--- src/rtl/chaining_scoreboard.sv ---
// chaining_scoreboard: tracks in-flight vector instruction records and the element groups
// already written back, so later instructions can chain on partially completed results.
module chaining_scoreboard #(
  parameter int ENTRIES = 4
) (
  input  logic                           clock,
  input  logic                           reset,
  input  logic                           alloc_valid,
  output logic                           alloc_ready,
  input  logic                           alloc_bits_vd_valid,
  input  logic [4:0]                     alloc_bits_vd_bits,
  input  logic                           alloc_bits_vs1_valid,
  input  logic [4:0]                     alloc_bits_vs1_bits,
  input  logic [4:0]                     alloc_bits_vs2,
  input  logic [2:0]                     alloc_bits_instIndex,
  input  logic                           alloc_bits_gather,
  input  logic                           alloc_bits_gather16,
  input  logic                           alloc_bits_onlyRead,
  input  logic                           write_valid,
  input  logic [2:0]                     write_instIndex,
  input  logic [7:0]                     write_mask,
  input  logic                           release_valid,
  input  logic [2:0]                     release_instIndex,
  output logic [ENTRIES-1:0]             record_valid,
  output logic [ENTRIES-1:0]             record_bits_vd_valid,
  output logic [ENTRIES*5-1:0]           record_bits_vd_bits,
  output logic [ENTRIES-1:0]             record_bits_vs1_valid,
  output logic [ENTRIES*5-1:0]           record_bits_vs1_bits,
  output logic [ENTRIES*5-1:0]           record_bits_vs2,
  output logic [ENTRIES*3-1:0]           record_bits_instIndex,
  output logic [ENTRIES-1:0]             record_bits_gather,
  output logic [ENTRIES-1:0]             record_bits_gather16,
  output logic [ENTRIES-1:0]             record_bits_onlyRead,
  output logic [ENTRIES*8-1:0]           record_bits_elementMask,
  output logic [$clog2(ENTRIES+1)-1:0]   occupancy,
  output logic                           full
);
  localparam int OW = $clog2(ENTRIES + 1);
  typedef struct packed {
    logic       vd_valid;
    logic [4:0] vd_bits;
    logic       vs1_valid;
    logic [4:0] vs1_bits;
    logic [4:0] vs2;
    logic [2:0] inst;
    logic       gather;
    logic       gather16;
    logic       only_read;
  } rec_t;
  rec_t               w_new;
  logic [ENTRIES-1:0] w_valid, w_free, w_first, w_hit, w_take;
  assign w_new = {alloc_bits_vd_valid, alloc_bits_vd_bits, alloc_bits_vs1_valid, alloc_bits_vs1_bits,
                  alloc_bits_vs2, alloc_bits_instIndex, alloc_bits_gather, alloc_bits_gather16,
                  alloc_bits_onlyRead};
  assign w_free  = ~w_valid;
  assign w_first = w_free & (~w_free + ENTRIES'(1));
  assign alloc_ready = |w_free & ~|w_hit;
  assign w_take = (alloc_valid & alloc_ready) ? w_first : '0;
  assign record_valid = w_valid;
  assign full = occupancy == OW'(ENTRIES);
  always_comb begin
    occupancy = '0;
    for (int i = 0; i < ENTRIES; i++) occupancy = occupancy + OW'(w_valid[i]);
  end
  for (genvar g = 0; g < ENTRIES; g++) begin : g_slot
    logic       r_v;
    rec_t       r_r;
    logic [7:0] r_m;
    logic       w_wr, w_rel;
    assign w_valid[g] = r_v;
    assign w_hit[g]   = r_v & (r_r.inst == alloc_bits_instIndex);
    assign w_wr       = r_v & write_valid & (r_r.inst == write_instIndex);
    assign w_rel      = r_v & release_valid & (r_r.inst == release_instIndex);
    // an allocating slot is invalid, so it never coincides with a write or release
    always_ff @(posedge clock or posedge reset)
      if (reset) begin
        r_v <= 1'b0;
        r_r <= '0;
        r_m <= '0;
      end else if (w_take[g]) begin
        r_v <= 1'b1;
        r_r <= w_new;
        r_m <= '0;
      end else if (w_rel) begin
        r_v <= 1'b0;
      end else if (w_wr) begin
        r_m <= r_m | write_mask;
      end
    assign record_bits_vd_valid[g]         = r_r.vd_valid;
    assign record_bits_vd_bits[5*g +: 5]   = r_r.vd_bits;
    assign record_bits_vs1_valid[g]        = r_r.vs1_valid;
    assign record_bits_vs1_bits[5*g +: 5]  = r_r.vs1_bits;
    assign record_bits_vs2[5*g +: 5]       = r_r.vs2;
    assign record_bits_instIndex[3*g +: 3] = r_r.inst;
    assign record_bits_gather[g]           = r_r.gather;
    assign record_bits_gather16[g]         = r_r.gather16;
    assign record_bits_onlyRead[g]         = r_r.only_read;
    assign record_bits_elementMask[8*g +: 8] = r_m;
  end
endmodule

--- config.mk ---
export PLATFORM = sky130hd
export DESIGN_NAME = chaining_scoreboard
export DESIGN_NICKNAME = d
export VERILOG_FILES = /design/src/rtl/chaining_scoreboard.sv
export SDC_FILE = /design/constraint.sdc
export NUM_CORES = 1
export LEC_CHECK = 0
export ABC_AREA = 1
export CAP_MARGIN = 20
export CORE_MARGIN = 2
export CORE_UTILIZATION = 43
export DETAILED_ROUTE_END_ITERATION = 10
export GPL_ROUTABILITY_DRIVEN = 0
export PLACE_DENSITY = 0.77
export SLEW_MARGIN = 30
export SYNTH_ARGS = -nofsm -noshare
export SYNTH_HDL_FRONTEND = slang
export SYNTH_SLANG_ARGS = --single-unit
--- constraint.sdc ---
create_clock -name clock -period 3.9 [get_ports clock]
set_input_delay 0.585 -clock clock [delete_from_list [all_inputs] [get_ports clock]]
set_output_delay 0.585 -clock clock [all_outputs]
set_load 0.05 [all_outputs]
==> qor.yml <==
rsz0062_at_grt: "no"
startpoint: "g_slot[0].r_v"
dp_hpwl_um: 11400
synth_top_family_by_area: "simple AND/OR/NAND/NOR gates"
synth.mux.area_fraction: 0
avgSynthCellArea_um2: 9.26
syn_inst: 618
dieHeight_um: 119
layout_common_cells: "clkdlybuf4s50_1, nand2_1, dfrtp_1"
tns_ns: 0
cp.arrival_ns: 2.99
final_cell_area_um2: 8170
row_count: 42
crit_type: "reg -> out"
crit_path_max_fanout: 7
final_common_cell: "clkdlybuf4s50_1"
insertion_delay_ns: 0.42
drtPass1Iterations: 5
grt_first_pass_wirelength_um: 26300
synth-simple-area-share: 0.175
yosys_warnings: 0
clk_pin_slew_worst_paths_ns: 0.06
synth_cell_type_count: 33
drv_cap: 0
synth_fa_ha_area_frac: 0.0122
cts_buffer_depth: 2
min_period_ns: 3.58
io_buffers: 174
status: "finished clean"
r2r-end: "record_bits_vs2[8]"
antenna_found_initial: 0
cts_root_buf: "clkbuf_16"
fillCellCount: 1044
die_area_um2: 14200
ff2ff_setup_slack_ns: 1.44
vias: 4975
insertedDiodeCount: 0
viasPerCell: 5.09
ant_nets: 0
critical_path_required_ns: 3.31
synth_seq_cells: 128
grt_usage: 0.237
multi_input_area_um2: 1970
drive_above_1_share: 0.103
rr_worst_depth: 11
end_kind: "output pin"
ios: 175
cts.htree.levels: 4
drt_iter0_markers: 506
ctsHoldBuffers: 0
start_kind: "register"
setup_viol: 0
synth_compound_area_frac: 0.141
finalHoldViolCount: 0
clkSinkCount: 128
grt_max_degree: 56
yosysSeqAreaShare: 0.560
worstMarginPinSlew_ns: 0.790
cts_inserted_buffers: 17
hold_path_class: "in -> async"
cts_tree: "built"
slew_headroom: 0.473
core_area_um2: 13100
place_area_um2: 7490
synthXorXnorAreaFrac: 0.0168
final_max_slew_viol_count: 0
layout-area-overhead-vs-synth_pct: 42.7
grt_pass1_vias: 4980
wl_per_cell_um: 16.7
wl_um: 16300
syn_area_um2: 5720
final.period_utilization: 0.917
initial_core_util: 0.435
finClkSkew_ns: 0.0118
syn_nets: 665
drc: 0
r2r_start: "record_bits_instIndex[1]"
area.sequential_um2: 3200
grt_overflow: 0
fmax_ghz: 0.279
die_w_um: 119
final_nets: 836
-- flip-flops by register name, indices dropped and copies added, names as in the netlist --
name,cells
record_bits_onlyRead,4
record_bits_vs1_valid,4
g_slot.r_v,4
record_bits_gather,4
record_bits_vd_bits,20
record_bits_gather16,4
record_bits_vs1_bits,20
record_bits_instIndex,12
g_slot.r_m,32
record_bits_vd_valid,4
record_bits_vs2,20
-- layout make-up --
cell class              count  share of cell area
repair buffers            180               0.222
flip-flops and latches    128               0.392
well taps                 176              0.0270
inverters                  80              0.0372
clock inverters            12              0.0251
clock buffers              20              0.0547
multi-input cells         382               0.241
-- critical path: stages (launching register included) --
cell and delay [ns]:
dfrtp_1 0.46, inv_1 0.16, fa_1 0.55, inv_1 0.07, ha_1 0.19, ha_1 0.31
clkdlybuf4s50_1 0.83
-- repair_timing --
| action | 4_1_cts | 5_1_grt |
|---|---|---|
| buffers inserted | 0 | 0 |
| endpoints found under the hold margin | 0 | 0 |
| setup endpoints to repair | 0 | 1 |
| resized for setup | 0 | 1 |
-- metrics by stage --
stage                     std cells  hold slack, ns   util  setup WS (ns)
final                           978           0.463  0.622          0.322
after global routing            978           0.474  0.622          0.199
after CTS                       977           0.486  0.620          0.107
after detailed placement        945           0.472  0.570          0.570
after global placement          945           0.465  0.570          0.630
after floorplan                 618           0.514      -          0.342
-- routing by layer --
| layer | vias to the layer above | routed length [µm] | GRT usage |
|---|---|---|---|
| met4 | 0 | 563 | 0.114 |
| met5 | - | 0 | 0 |
| met2 | 215 | 8360 | 0.400 |
| met1 | 2408 | 6450 | 0.287 |
| met3 | 46 | 954 | 0.0527 |
| li1 | 2306 | - | - |
-- cell families (layout without fill, tap and decap cells) --
kind of cell | Yosys count | after routing
adders and majority gates | 5 | 5
AOI/OAI and AO/OA | 132 | 132
xor gates and xnor gates | 11 | 11
buffers and inverters | 108 | 292
and+or+nand+nor | 234 | 234
DFF | 128 | 128
-- cells in the mapped netlist --
cell | count | area, µm²
nor3_1 | 4 | 20.0
nor3b_1 | 1 | 7.51
ha_1 | 4 | 50.1
and2_4 | 1 | 8.76
dfrtp_1 | 128 | 3200
o21ai_1 | 40 | 200
inv_2 | 3 | 11.3
fa_1 | 1 | 20.0
clkbuf_1 | 4 | 15.0
inv_1 | 77 | 289
o21ai_0 | 43 | 215
nor3_2 | 1 | 10.0
nor4_1 | 1 | 6.26
buf_8 | 1 | 15.0
buf_6 | 14 | 158
or2_2 | 8 | 50.1
o21ai_2 | 29 | 254
o22ai_1 | 1 | 6.26
o211ai_1 | 1 | 7.51
a221oi_1 | 1 | 8.76
xor2_1 | 7 | 61.3
nand3_4 | 3 | 52.6
nor2_1 | 28 | 105
nand3_1 | 7 | 35.0
xnor2_1 | 4 | 35.0
nand2_1 | 168 | 631
buf_2 | 4 | 20.0
nor2_2 | 1 | 6.26
a21oi_1 | 7 | 35.0
buf_4 | 5 | 37.5
o2111ai_1 | 2 | 17.5
nand4_1 | 11 | 68.8
o21bai_1 | 8 | 60.1
-- worst max-delay path by stage --
stage | to | slack, ns | cells past startpoint
2_1_floorplan | full | 0.34 | 6
3_3_place_gp | full | 0.63 | 7
3_5_place_dp | full | 0.57 | 7
4_1_cts | full | 0.11 | 7
5_1_grt | occupancy[1] | 0.20 | 6
6_report | occupancy[1] | 0.32 | 6
Power is not shown: default switching activity piles up to over one toggle a cycle in this logic, so the estimate is an artifact.
